<file path="config.mk">
export PLATFORM = sky130hd
export DESIGN_NAME = tx_block_scheduler
export DESIGN_NICKNAME = d
export VERILOG_FILES = /design/src/rtl/tx_sched_pkg.sv /design/src/rtl/tx_block_scheduler_rr_arb2.sv /design/src/rtl/tx_block_scheduler.sv
export SDC_FILE = /design/constraint.sdc
export NUM_CORES = 1
export LEC_CHECK = 0
export ABC_AREA = 1
export BUFFER_PORTS_ARGS = -buffer_cell sky130_fd_sc_hd__buf_2
export CAP_MARGIN = 15
export CORE_MARGIN = 2
export CORE_UTILIZATION = 35
export CTS_CLUSTER_SIZE = 14
export DETAILED_ROUTE_END_ITERATION = 16
export HOLD_SLACK_MARGIN = 0.05
export PLACE_DENSITY_LB_ADDON = 0.15
export SLEW_MARGIN = 30
export SYNTH_ARGS = -nofsm -noshare
export SYNTH_HDL_FRONTEND = slang
export SYNTH_SLANG_ARGS = --single-unit
</file>
<file path="constraint.sdc">
create_clock -name clk -period 2.7 [get_ports clk]
set_input_delay 0 -clock clk [delete_from_list [all_inputs] [get_ports clk]]
set_output_delay 0 -clock clk [all_outputs]
set_load 0.005 [all_outputs]
</file>
<file path="src/rtl/tx_sched_pkg.sv">
// Shared types and defaults for the TX block scheduler.
// Holds the FSM state enum, header bytes and block-size default.
package tx_sched_pkg;

  typedef enum logic [1:0] {
    S_IDLE,
    S_HDR,
    S_SEND,
    S_GAP
  } state_e;

  localparam int         NUM_BYTES_DEF = 8;
  localparam logic [7:0] HDR0_DEF      = 8'hA5;
  localparam logic [7:0] HDR1_DEF      = 8'h5A;

endpackage

</file>
<file path="src/rtl/tx_block_scheduler_rr_arb2.sv">
// Two-way round-robin arbiter, purely combinational.
// Ports: valid0_i/valid1_i requests, last_grant_i, gnt0_o/gnt1_o/gnt_id_o.
module rr_arb2 (
  input  logic valid0_i,
  input  logic valid1_i,
  input  logic last_grant_i,
  output logic gnt0_o,
  output logic gnt1_o,
  output logic gnt_id_o
);

  // On a tie the requester that did not win last time is favoured.
  assign gnt0_o   = valid0_i & (~valid1_i | last_grant_i);
  assign gnt1_o   = valid1_i & (~valid0_i | ~last_grant_i);
  assign gnt_id_o = gnt1_o;

endmodule

</file>
<file path="src/rtl/tx_block_scheduler.sv">
// Arbitrates two block sources onto one byte-serial UART TX stream.
// Ports: clk/rst, reqN_valid_i/reqN_data_i/reqN_ready_o, byte_valid_o/
// byte_data_o/byte_ready_i, busy_o, grant_id_o.
module tx_block_scheduler
  import tx_sched_pkg::*;
#(
  parameter int         NUM_BYTES = NUM_BYTES_DEF,
  parameter bit         HDR_EN    = 1'b1,
  parameter logic [7:0] HDR0      = HDR0_DEF,
  parameter logic [7:0] HDR1      = HDR1_DEF
) (
  input  logic                   clk,
  input  logic                   rst,
  input  logic                   req0_valid_i,
  input  logic [8*NUM_BYTES-1:0] req0_data_i,
  output logic                   req0_ready_o,
  input  logic                   req1_valid_i,
  input  logic [8*NUM_BYTES-1:0] req1_data_i,
  output logic                   req1_ready_o,
  output logic                   byte_valid_o,
  output logic [7:0]             byte_data_o,
  input  logic                   byte_ready_i,
  output logic                   busy_o,
  output logic                   grant_id_o
);

  localparam int BW = 8 * NUM_BYTES;
  localparam int CW = (NUM_BYTES > 1) ? $clog2(NUM_BYTES) : 1;
  localparam logic [CW-1:0] LAST = CW'(NUM_BYTES - 1);

  state_e          state_q, state_d;
  logic [CW-1:0]   cnt_q, cnt_d;
  logic [BW-1:0]   shadow_q, shadow_d;
  logic            bv_q, bv_d;
  logic [7:0]      bd_q, bd_d;
  logic            gid_q, gid_d;
  logic            last_q, last_d;

  logic            gnt0, gnt1, gnt_id;
  logic            idle, accept, xfer;
  logic [BW-1:0]   win_data;

  function automatic logic [7:0] byte_sel(
    input logic [BW-1:0] blk,
    input logic [CW-1:0] idx
  );
    logic [BW-1:0] sh;
    sh = blk >> {idx, 3'b000};
    return sh[7:0];
  endfunction

  rr_arb2 u_arb (
    .valid0_i     (req0_valid_i),
    .valid1_i     (req1_valid_i),
    .last_grant_i (last_q),
    .gnt0_o       (gnt0),
    .gnt1_o       (gnt1),
    .gnt_id_o     (gnt_id)
  );

  assign idle     = (state_q == S_IDLE);
  assign accept   = idle & (gnt0 | gnt1) & ~rst;
  assign xfer     = bv_q & byte_ready_i;
  assign win_data = gnt1 ? req1_data_i : req0_data_i;

  // Ready is gated by rst so nothing is accepted while held in reset.
  assign req0_ready_o = idle & gnt0 & ~rst;
  assign req1_ready_o = idle & gnt1 & ~rst;

  always_comb begin
    state_d  = state_q;
    cnt_d    = cnt_q;
    shadow_d = shadow_q;
    bv_d     = bv_q;
    bd_d     = bd_q;
    gid_d    = gid_q;
    last_d   = last_q;
    unique case (state_q)
      S_IDLE: begin
        if (accept) begin
          shadow_d = win_data;
          gid_d    = gnt_id;
          last_d   = gnt_id;
          cnt_d    = '0;
          bv_d     = 1'b1;
          if (HDR_EN) begin
            state_d = S_HDR;
            bd_d    = gnt_id ? HDR1 : HDR0;
          end else begin
            // Shadow is not loaded yet, so take byte 0 from the winner.
            state_d = S_SEND;
            bd_d    = win_data[7:0];
          end
        end
      end
      S_HDR: begin
        if (xfer) begin
          state_d = S_SEND;
          bd_d    = shadow_q[7:0];
        end
      end
      S_SEND: begin
        if (xfer) begin
          if (cnt_q == LAST) begin
            state_d = S_GAP;
            bv_d    = 1'b0;
          end else begin
            cnt_d = cnt_q + CW'(1);
            bd_d  = byte_sel(shadow_q, cnt_q + CW'(1));
          end
        end
      end
      S_GAP: begin
        state_d = S_IDLE;
      end
    endcase
  end

  always_ff @(posedge clk or posedge rst) begin
    if (rst) begin
      state_q  <= S_IDLE;
      cnt_q    <= '0;
      shadow_q <= '0;
      bv_q     <= 1'b0;
      bd_q     <= 8'h00;
      gid_q    <= 1'b0;
      last_q   <= 1'b1;
    end else begin
      state_q  <= state_d;
      cnt_q    <= cnt_d;
      shadow_q <= shadow_d;
      bv_q     <= bv_d;
      bd_q     <= bd_d;
      gid_q    <= gid_d;
      last_q   <= last_d;
    end
  end

  assign byte_valid_o = bv_q;
  assign byte_data_o  = bd_q;
  assign grant_id_o   = gid_q;
  assign busy_o       = ~idle;

endmodule

</file>
# Word level (Yosys, flattened, before mapping)
# Index checks and enable logic that the tools add are counted.
# totals
regBits,80
inputBits,133
# op_classes
addsub,1
eq_ne,9
shift,1
muxes,20
n_bitwise,17
n_reduce_logical,8
# op_table
op,count
$mux W64,1
$shr A64 B6 Y8,1
$mux W8,5
$pmux W8 S3,1
$reduce_and A4 Y1,3
$and A1 B1 Y1,9
$mux W3,3
$mux W2,4
$ne A2 B2 Y1 const B,4
$pmux W2 S4,1
$pmux W3 S2,1
$not A1 Y1,5
$reduce_and A5 Y1,1
$eq A2 B2 Y1 const B,2
$add A3 B1 Y3 const B,1
$eq A3 B3 Y1 const B,1
$mux W1,3
$or A1 B1 Y1,3
$reduce_bool A3 Y1,1
$eq A2 B1 Y1 const B,1
$logic_not A2 Y1,1
$ne A2 B1 Y1 const B,1
$pmux W1 S2,1
$reduce_and A2 Y1,1
$reduce_bool A2 Y1,1

# Logic depth before layout (Yosys ltp)
# Gate-level depths: netlist (run 1).
# depth
word_depth,8
depth_mapped,12
ltp_nobuf,10

# By module
# Synthesis (run 1) repeated with hierarchy kept, for this count alone.
# hier_totals
cells_unflattened,675
hier_area_um2,4813.4
# modules_own_cells
module,instances,cells_per_inst,area_per_inst_um2,seq_area_each_um2
tx_block_scheduler,1,670,4778.3,2003.2
rr_arb2,1,5,35.0,0.0

# Least setup slack after synthesis (run 1)
# Ideal clock, no wire load.
# synth_timing
kind,reg2reg
startpoint,register state_q[0]
endpoint,register shadow_q[46]
setup_ns,0.127
t_arrival_ns,1.506
path_slack_ns,1.067
path_stages_with_launch,10
n_path_buf,2
period_less_slack_ns,1.633
path_cell_list,dfrtp_1 inv_1 ha_1 inv_2 nor2_2 nand3_1 nand2_1 buf_2 buf_4 a31oi_1
# synth_between
elab_chain_len,4
# synth_lines
element,line,rtl
"start, declared",tx_block_scheduler.sv:31,"state_e state_q, state_d;"
"start signal, assigned",tx_block_scheduler.sv:129,state_q <= state_d;
$logic_not A2 Y1 *,"tx_block_scheduler.sv:61, tx_block_scheduler.sv:78",
$and A1 B1 Y1 (2 in series),tx_block_scheduler.sv:62,assign accept = idle & (gnt0 | gnt1) & ~rst;
$reduce_and A2 Y1 (no source line) *,n/a,
"end signal, assigned",tx_block_scheduler.sv:131,shadow_q <= shadow_d;
"end, declared",tx_block_scheduler.sv:33,"logic [BW-1:0] shadow_q, shadow_d;"
# Every way passes the cells marked *; elsewhere a longest branch is shown, timed or not.
# A chain may end at the register's enable or synchronous reset.

# Worst setup path after layout (run 1)
# layout_timing
startpoint,register state_q[0]
endpoint,register shadow_q[51]
# The elaborated chain is that of the path after synthesis.

==> flow_summary.json, run 1 <==
{
  "synth_largest_area_cell": "dfrtp_1",
  "finalSetupTns_ns": 0,
  "cts_tree": "built",
  "synthTopCellsByArea": "dfrtp_1 43%, nand2_1 22%, a31oi_1 8.7%, inv_1 6.2%, nor2_1 5.7%",
  "p_switching_w": 0.00274,
  "seq_power_share_pct": 30.7,
  "syn-cell-area_um2": 4620,
  "viasPerCell": 4.69,
  "tightestPinTransition_ns": 0.654,
  "status": "finished, final reports clean",
  "fin_crit_ns": 2.50,
  "final_area_um2": 7100,
  "leakage_nw": 3.66,
  "dpl_worst_slack_ns": 0.616,
  "place_hpwl_mm": 9.95,
  "dieArea_um2": 14100,
  "use_met2_pct": 37.0,
  "clk_latency_ns": 0.33,
  "met3_usage_pct": 3.93,
  "cts_root_buf": "clkbuf_16",
  "fin_crit_sh_pct": 92.7,
  "avgSynthCellArea_um2": 6.84,
  "grt_usage_pct": 20.9,
  "power_frac_clock_pct": 17.2,
  "maxCapViolCount": 0,
  "routed_wl_mm": 14.4,
  "required_ns": 2.97,
  "p_sw_share_pct": 38.4,
  "cts.path.max_buffers": 2,
  "setup_slack_ns": 0.196,
  "ir_worst_vdd_uv": 313,
  "crit_path_cell_trace": "inv_1 > ha_2 > inv_2 > nor2_2 > nand3_4 > nand2_8 > buf_12 > nor2_1 > a31oi_1 > dlygate4sd3_1",
  "antenna_found_initial": 0,
  "drc": 0,
  "vias": 5208,
  "gp_congestion": 0.841,
  "cp-end-kind": "flip-flop",
  "final_hold_viol_count": 0,
  "setup_viol": 0,
  "grt_pass1_wl_mm": 24.1,
  "crit_slowest_cell": "dlygate4sd3_1",
  "first_pass_iters": 4,
  "port_buffers": 145,
  "drv_slew": 0,
  "hp-start": "req0_valid_i",
  "htree_levels": 3,
  "die-height_um": 119,
  "maxSlewHeadroom_pct": 56.3,
  "drt.antenna.violating_nets": 0,
  "r2r_setup_slack_ns": 0.20,
  "core_area_um2": 12800,
  "rsz0062_at_grt": "no",
  "crit_fanout": 48,
  "cp.arrival_ns": 2.77,
  "clkTransAtPathRegs_ns": 0.06,
  "cts-buffers-inserted": 9,
  "p_comb_share_pct": 52.1,
  "skew_ns": 0.00583,
  "drive_gt1_share_pct": 19.6,
  "syn_inst": 676,
  "internal_power_w": 0.00438,
  "grt.met1_usage_pct": 25.7,
  "nets": 1072,
  "critPathTopFamily": "buffers and inverters",
  "boundaryPins": 146,
  "clock-sinks": 80,
  "placementRows": 41,
  "start_util_pct": 36.2,
  "ys_seq_elements": 80,
  "placed_area_um2": 5460,
  "crit_buf_inv": 4,
  "post-cts-setup-buffers": 0,
  "crit-reg2reg-capture": "shadow_q[51]",
  "r2r_start": "state_q[0]",
  "holdCritPathClass": "in -> reg",
  "startpoint": "state_q[0]",
  "power_density_nw_per_um2": 1000,
  "yosysMostFrequentCell": "nand2_1",
  "crit_type": "reg -> reg",
  "grt.busiest_layer": "met2",
  "grt_pass1_vias": 5268,
  "ys_warn_count": 0,
  "start_kind": "flip-flop",
  "synth-async-reset-ratio_pct": 100,
  "utilization_pct": 55.6,
  "grt_max_degree": 66,
  "clock.fmax_ghz": 0.399,
  "cp.depth": 10,
  "diodes": 0,
  "syn_nets": 815,
  "netlist-cell-type-count": 21,
  "die_w_um": 119,
  "seq_area_frac_synth_pct": 43.3,
  "synth_top_area_share_pct": 42.7,
  "grt.overflow.total": 0,
  "syn_to_final_growth_pct": 53.5,
  "slowest_delay_ns": 0.58,
  "critical_path.endpoint": "shadow_q[51]",
  "ys.flop_type": "dfrtp_1",
  "r2r_cells": 10,
  "synth_edf_count": 0,
  "drt_iter0_drc": 264,
  "routedWlPerCell_um": 12.9,
  "yosys-top-cells-count": "269 x nand2_1, 79 x dfrtp_1, 76 x inv_1"
}
==> sequential cells by signal (all words and copies together), names as in the netlist <==
signal / cells
grant_id_o: 1
cnt_q: 3
byte_valid_o: 1
byte_data_o: 8
state_q: 2
last_q: 1
shadow_q: 64
==> per-layer routing <==
layer | vias up | share of wire [%] | wire, um
met5 | - | 0 | 0
met4 | 0 | 1.7 | 240
met3 | 23 | 3.2 | 465
met2 | 120 | 51 | 7300
met1 | 2425 | 44 | 6350
li1 | 2640 | - | -
==> worst min-delay path by stage <==
| stage | end | cells after the start |
|---|---|---|
| floorplan | req1_ready_o | 2 |
| global placement | byte_valid_o | 2 |
| detailed placement | byte_valid_o | 2 |
| CTS | grant_id_o | 4 |
| global route | grant_id_o | 4 |
| finish | grant_id_o | 4 |
==> kinds of logic (layout without fill, tap and decap cells) <==
kind of cell / Yosys count / in the layout / synth area share [%]
AND/OR/NAND/NOR: 391 / 392 / 33.4
flip-flops: 80 / 80 / 43.3
AO/OA/AOI/OAI: 81 / 81 / 10.6
adder cells (fa/ha/maj): 6 / 6 / 1.62
buffers and inverters: 118 / 379 / 11.1
==> stage by stage <==
stage	hold slack, ns	power [W]	instances
2_1_floorplan	0.125	0.00412	676
3_3_place_gp	0.108	0.00490	963
3_5_place_dp	0.117	0.00495	963
4_1_cts	0.0909	0.00707	1109
5_1_grt	0.0915	0.00776	1110
6_report	0.0857	0.00712	1110
==> cell usage in the layout (no fill, tap or decap), types with 3 or more instances in the layout <==
master,count
a31oi_1,64
a21oi_1,8
inv_1,74
ha_1,5
clkbuf_16,9
dlygate4sd3_1,130
nor2_1,70
nand2_1,267
nand3_1,44
buf_2,145
nor2_2,4
dfrtp_1,79
o21ai_0,8
clkinv_2,3
buf_4,8
==> final cells by class <==
type	count	area, um2
sequential	80	2000
inverter	78	294
fill	1230	5670
tap	172	215
multi-input combinational	479	2160
clock inverter	3	40.0
timing repair buffer	285	2130
clock buffer	13	260
==> power groups by stage <==
stage / sequential (W) / clock, W / combinational, W
4_1_cts: 0.00219 / 0.00125 / 0.00364
3_5_place_dp: 0.00221 / 0 / 0.00275
6_report: 0.00219 / 0.00122 / 0.00371
3_3_place_gp: 0.00220 / 0 / 0.00270
5_1_grt: 0.00225 / 0.00130 / 0.00420
2_1_floorplan: 0.00208 / 0 / 0.00205
==> tightest hold or removal path, delay by kind of cell <==
family                 cells  cell delay [ns]
buffers and inverters      1             0.12
AND/OR/NAND/NOR            3             0.26
==> what timing repair did <==
| item | in CTS | in global routing |
|---|---|---|
| setup endpoints to repair | 0 | 48 |
| hold buffers | 130 | 0 |
| resized for setup | 0 | 5 |
| endpoints found under the hold margin | 100 | 0 |
No activity file was read; power rests on OpenSTA's default activity.
==> inputs of run 2 (changes only) <==
--- a/config.mk
+++ b/config.mk
@@ -13,7 +13,7 @@
 export CTS_CLUSTER_SIZE = 14
 export DETAILED_ROUTE_END_ITERATION = 16
 export HOLD_SLACK_MARGIN = 0.05
-export PLACE_DENSITY_LB_ADDON = 0.15
+export PLACE_DENSITY_LB_ADDON = 0.1
 export SLEW_MARGIN = 30
 export SYNTH_ARGS = -nofsm -noshare
 export SYNTH_HDL_FRONTEND = slang
==> run 2 against run 1 <==
Compared with the run above: flip-flop and latch count is the same; combinational power shrank 16%; sequential share of layout area is essentially flat; count of clock-buffer cells in the layout shrank 3; via count is essentially flat; critical path depth shrank 1; global-route usage is essentially flat; critical endpoint is now shadow_q[7]; largest cell class unchanged; largest power group unchanged.
==> flow_summary.json, run 2 (synthesized netlist as in run 1, its figures left out) <==
{
  "dpl_worst_slack_ns": 0.510,
  "finalSetupTns_ns": 0,
  "skew_ns": 0.00710,
  "antenna_found_initial": 0,
  "setup_viol": 0,
  "fin_crit_sh_pct": 90.3,
  "port_buffers": 145,
  "rsz0062_at_grt": "no",
  "tightestPinTransition_ns": 0.613,
  "drt_iter0_drc": 345,
  "cts-buffers-inserted": 9,
  "largest_reg_flops": 64,
  "required_ns": 2.97,
  "status": "finished, final reports clean",
  "maxCapViolCount": 0,
  "drc": 0,
  "gp_congestion": 0.818,
  "dieArea_um2": 14100,
  "clock.fmax_ghz": 0.410,
  "crit_fanout": 40,
  "cts_root_buf": "clkbuf_16",
  "start_util_pct": 36.2,
  "crit_type": "reg -> reg",
  "grt.overflow.total": 0,
  "clk_latency_ns": 0.34,
  "cp-end-kind": "flip-flop",
  "drive_gt1_share_pct": 19.4,
  "core_area_um2": 12800,
  "holdCritPathClass": "in -> reg",
  "clock-sinks": 80,
  "ir_worst_vdd_uv": 361,
  "clkTransAtPathRegs_ns": 0.06,
  "placementRows": 41,
  "maxSlewHeadroom_pct": 59.1,
  "fin_crit_ns": 2.44,
  "final_cell_mix": "267 x nand2_1, 145 x buf_2, 130 x dlygate4sd3_1, 79 x dfrtp_1, 74 x inv_1",
  "drt.antenna.violating_nets": 0,
  "htree_levels": 3,
  "first_pass_iters": 5,
  "final_common_cell": "nand2_1",
  "diodes": 0,
  "power_density_nw_per_um2": 932,
  "vias": 5211,
  "cp.arrival_ns": 2.71,
  "grt_max_degree": 75,
  "boundaryPins": 146,
  "routedWlPerCell_um": 13.4,
  "place_hpwl_mm": 9.78,
  "post-cts-setup-buffers": 0,
  "cts_tree": "built",
  "die_w_um": 119,
  "grt_usage_pct": 20.8,
  "start_kind": "flip-flop",
  "final_hold_viol_count": 0,
  "die-height_um": 119,
  "fillers": 1222,
  "viasPerCell": 4.71,
  "grt_pass1_wl_mm": 24.0,
  "drv_slew": 0,
  "cts.path.max_buffers": 2,
  "nets": 1069,
  "setup_slack_ns": 0.262,
  "leakage_nw": 3.68,
  "finalPower_w": 0.00661,
  "largest-register": "shadow_q",
  "grt_pass1_vias": 5312,
  "routed_wl_mm": 14.8,
  "syn_to_final_growth_pct": 53.4
}
[run 2: metal layers]
metal | wire length, um | GRT usage, % | share of wire, % | vias to the layer above
met5 | 0 | 0 | 0 | -
met4 | 340 | 7.51 | 2.3 | 0
met3 | 595 | 3.93 | 4.0 | 28
met2 | 7560 | 37.0 | 51 | 128
met1 | 6350 | 25.1 | 43 | 2423
li1 | - | - | - | 2632
[run 2: final cells by class]
class                      instances  area (um2)  area share [%]
clock buffer                      10         239            3.37
inverter                          78         294            4.14
timing repair buffer             282        2100            29.7
multi-input combinational        479        2160            30.4
tap                              172         215            3.03
sequential                        80        2000            28.2
clock inverter                     5        81.3            1.15
[run 2: power by group]
part,leakage [nW],internal [W],switching [W]
clock network,0.155,0.000829,0.000480
registers,0.909,0.00181,0.000382
logic,2.61,0.00132,0.00179
[run 2: per-stage QoR]
stage               cell area (um2)  utilization, %  instances  hold slack (ns)
CTS                            7060            55.3       1106           0.0856
global placement               5440            42.6        961           0.0978
finish                         7090            55.5       1106           0.0958
floorplan                      4620               -        676            0.125
global route                   7090            55.5       1106            0.132
detailed placement             5440            42.6        961           0.0972
[run 2: worst paths after layout]
path                                startpoint              to  slack [ns]  cells after the start
worst max-delay path                state_q[1]     shadow_q[7]        0.26                      9
worst min-delay path              req0_valid_i      grant_id_o         0.1                      4
worst max register to register      state_q[1]     shadow_q[7]        0.26                      9
worst min register to register  byte_data_o[7]  byte_data_o[7]        0.47                      2
max in group asynchronous                  rst    shadow_q[13]        1.78                      4
min in group asynchronous                  rst      grant_id_o        0.28                      3
[run 2: worst max-delay path, cell delays in order (launching register included)]
cell	delay [ns]
dfrtp_1	0.41
inv_1	0.12
ha_1	0.27
inv_2	0.06
nor2_2	0.20
nand3_4	0.21
nand2_8	0.27
nor2_1	0.06
a31oi_1	0.17
dlygate4sd3_1	0.58
[run 2: what timing repair did]
| action | CTS | global route |
|---|---|---|
| gates resized for setup | 0 | 4 |
| hold buffers | 130 | 0 |
| setup endpoints to repair | 0 | 7 |
| hold endpoints to repair | 98 | 0 |
==> inputs of run 3 (changes only) <==
--- a/config.mk
+++ b/config.mk
@@ -5,7 +5,7 @@
 export SDC_FILE = /design/constraint.sdc
 export NUM_CORES = 1
 export LEC_CHECK = 0
-export ABC_AREA = 1
+export ABC_AREA = 0
 export BUFFER_PORTS_ARGS = -buffer_cell sky130_fd_sc_hd__buf_2
 export CAP_MARGIN = 15
 export CORE_MARGIN = 2
==> run 3 against run 2 <==
Compared with the run above: flip-flop and latch count unchanged; clock power down 8%; largest power group unchanged; combinational power down 9.0%; sequential power about the same; design area down 4.1%; critical path depth down 3.
==> flow_summary.json, run 3 <==
{
  "grt_usage_pct": 19.1,
  "netlist-cell-type-count": 29,
  "ir_worst_vdd_uv": 377,
  "routed_wl_mm": 12.4,
  "finalSetupTns_ns": 0,
  "start_util_pct": 36.1,
  "cts.path.max_buffers": 2,
  "avgSynthCellArea_um2": 10.4,
  "antenna_found_initial": 0,
  "crit_fanout": 16,
  "syn-cell-area_um2": 4370,
  "htree_levels": 3,
  "tightestPinTransition_ns": 0.805,
  "final_common_cell": "buf_2",
  "crit_type": "reg -> reg",
  "port_buffers": 145,
  "ys.flop_type": "dfrtp_1",
  "ys_seq_elements": 80,
  "yosys-top-cells-count": "99 x mux2i_1, 79 x dfrtp_1, 69 x a21oi_1",
  "seq_power_share_pct": 34.8,
  "start_kind": "flip-flop",
  "synth_edf_count": 0,
  "p_comb_share_pct": 45.6,
  "drive_gt1_share_pct": 25.1,
  "viasPerCell": 4.87,
  "grt_max_degree": 83,
  "synth_largest_area_cell": "dfrtp_1",
  "synth-async-reset-ratio_pct": 100,
  "vias": 4173,
  "gp_congestion": 0.817,
  "drv_slew": 0,
  "cts_root_buf": "clkbuf_16",
  "drc": 0,
  "clkTransAtPathRegs_ns": 0.06,
  "final_cell_count_no_fill": 857,
  "synth_top_area_share_pct": 45.2,
  "drt.antenna.violating_nets": 0,
  "cts_tree": "built",
  "dp_cells": 710,
  "die_w_um": 116,
  "placed_area_um2": 5190,
  "boundaryPins": 146,
  "core_area_um2": 12100,
  "power_frac_clock_pct": 19.6,
  "largest-register": "shadow_q",
  "required_ns": 2.91,
  "p_switching_w": 0.00242,
  "clock.fmax_ghz": 0.447,
  "grt.overflow.total": 0,
  "cts-buffers-inserted": 9,
  "diodes": 0,
  "status": "finished, final reports clean",
  "maxCapViolCount": 0,
  "yosysMostFrequentCell": "mux2i_1",
  "holdCritPathClass": "in -> reg",
  "die-height_um": 116,
  "routedWlPerCell_um": 14.4,
  "p_sw_share_pct": 38.9,
  "syn_inst": 420,
  "final_area_um2": 6800,
  "cp.arrival_ns": 2.45,
  "first_pass_iters": 4,
  "grt_pass1_wl_mm": 19.9,
  "seq_area_frac_synth_pct": 45.8,
  "fin_crit_ns": 2.24,
  "rsz0062_at_grt": "no",
  "grt_pass1_vias": 4222,
  "internal_power_w": 0.00380,
  "syn_nets": 559,
  "post-cts-setup-buffers": 0,
  "drt_iter0_drc": 180,
  "power_density_nw_per_um2": 914,
  "cp-end-kind": "flip-flop",
  "clk_latency_ns": 0.34,
  "synthTopCellsByArea": "dfrtp_1 45%, mux2i_1 23%, a21oi_1 7.9%, nor2_1 5.8%, o221ai_1 3.4%",
  "setup_slack_ns": 0.464,
  "holdWs_ns": 0.0805,
  "nets": 823,
  "syn_to_final_growth_pct": 55.6,
  "place_hpwl_mm": 8.26,
  "maxSlewHeadroom_pct": 46.3,
  "fin_crit_sh_pct": 82.8,
  "skew_ns": 0.00803,
  "largest_reg_flops": 64,
  "dpl_worst_slack_ns": 0.497,
  "dieArea_um2": 13400,
  "ys_warn_count": 0,
  "setup_viol": 0,
  "clock-sinks": 80,
  "placementRows": 40,
  "final_cell_mix": "145 x buf_2, 131 x dlygate4sd3_1, 99 x mux2i_1, 78 x dfrtp_1, 69 x a21oi_1",
  "leakage_nw": 3.11,
  "final_hold_viol_count": 0
}
==> run 3: cells by family (layout without fill, tap and decap cells) <==
kind of cell	Yosys count	after routing	share of synthesized area, %
fa+ha+maj	6	6	1.72
flops	80	80	45.8
simple gates	80	80	7.27
buf+inv	39	308	5.55
compound gates	116	116	16.9
mux	99	99	22.7
==> run 3: power groups by stage <==
stage / logic [W] / clock network, W / registers (W)
detailed placement: 0.00256 / 0 / 0.00219
global route: 0.00317 / 0.00129 / 0.00223
global placement: 0.00250 / 0 / 0.00218
CTS: 0.00283 / 0.00125 / 0.00217
finish: 0.00283 / 0.00121 / 0.00216
floorplan: 0.00195 / 0 / 0.00207
==> run 3: path summary, 6_finish.rpt <==
path | start | to | slack, ns | cells past startpoint
min in group asynchronous | rst | grant_id_o | 0.35 | 3
setup reg to reg | cnt_q[0] | byte_data_o[3] | 0.46 | 6
max in group asynchronous | rst | shadow_q[14] | 1.55 | 4
hold / removal | req1_valid_i | grant_id_o | 0.08 | 4
setup / recovery | cnt_q[0] | byte_data_o[3] | 0.46 | 6
hold reg to reg | grant_id_o | grant_id_o | 0.47 | 1
==> run 3: layout make-up <==
type | count | area (um2)
Sequential cell | 80 | 2000
Inverter | 9 | 35.0
Tap cell | 168 | 210
Clock buffer | 10 | 239
Clock inverter | 6 | 57.6
Multi-Input combinational cell | 301 | 2140
Fill cell | 1091 | 5310
Timing Repair Buffer | 283 | 2110
==> run 3: through the flow <==
step | util, % | total power (W)
floorplan | - | 0.00402
global placement | 42.9 | 0.00468
detailed placement | 42.9 | 0.00475
CTS | 56.1 | 0.00625
global route | 56.1 | 0.00669
finish | 56.1 | 0.00621
==> run 3: what timing repair did <==
action / CTS / global route
resized for setup: 0 / 0
hold endpoints to repair: 109 / 0
hold buffers: 131 / 0
==> run 3: critical path, cell delays in order (launching register included) <==
cell	delay (ns)
dfrtp_2	0.41
ha_1	0.20
ha_1	0.30
nand2b_1	0.51
o221ai_1	0.26
a221oi_1	0.32
o2bb2ai_1	0.09
==> run 3: routing by layer <==
| layer | track usage (%) | vias up | share of wire, % |
|---|---|---|---|
| li1 | - | 2073 | - |
| met1 | 22.7 | 1980 | 43 |
| met2 | 35.0 | 106 | 52 |
| met3 | 3.87 | 14 | 3.8 |
| met4 | 5.48 | 0 | 1.6 |
| met5 | 0 | - | 0 |
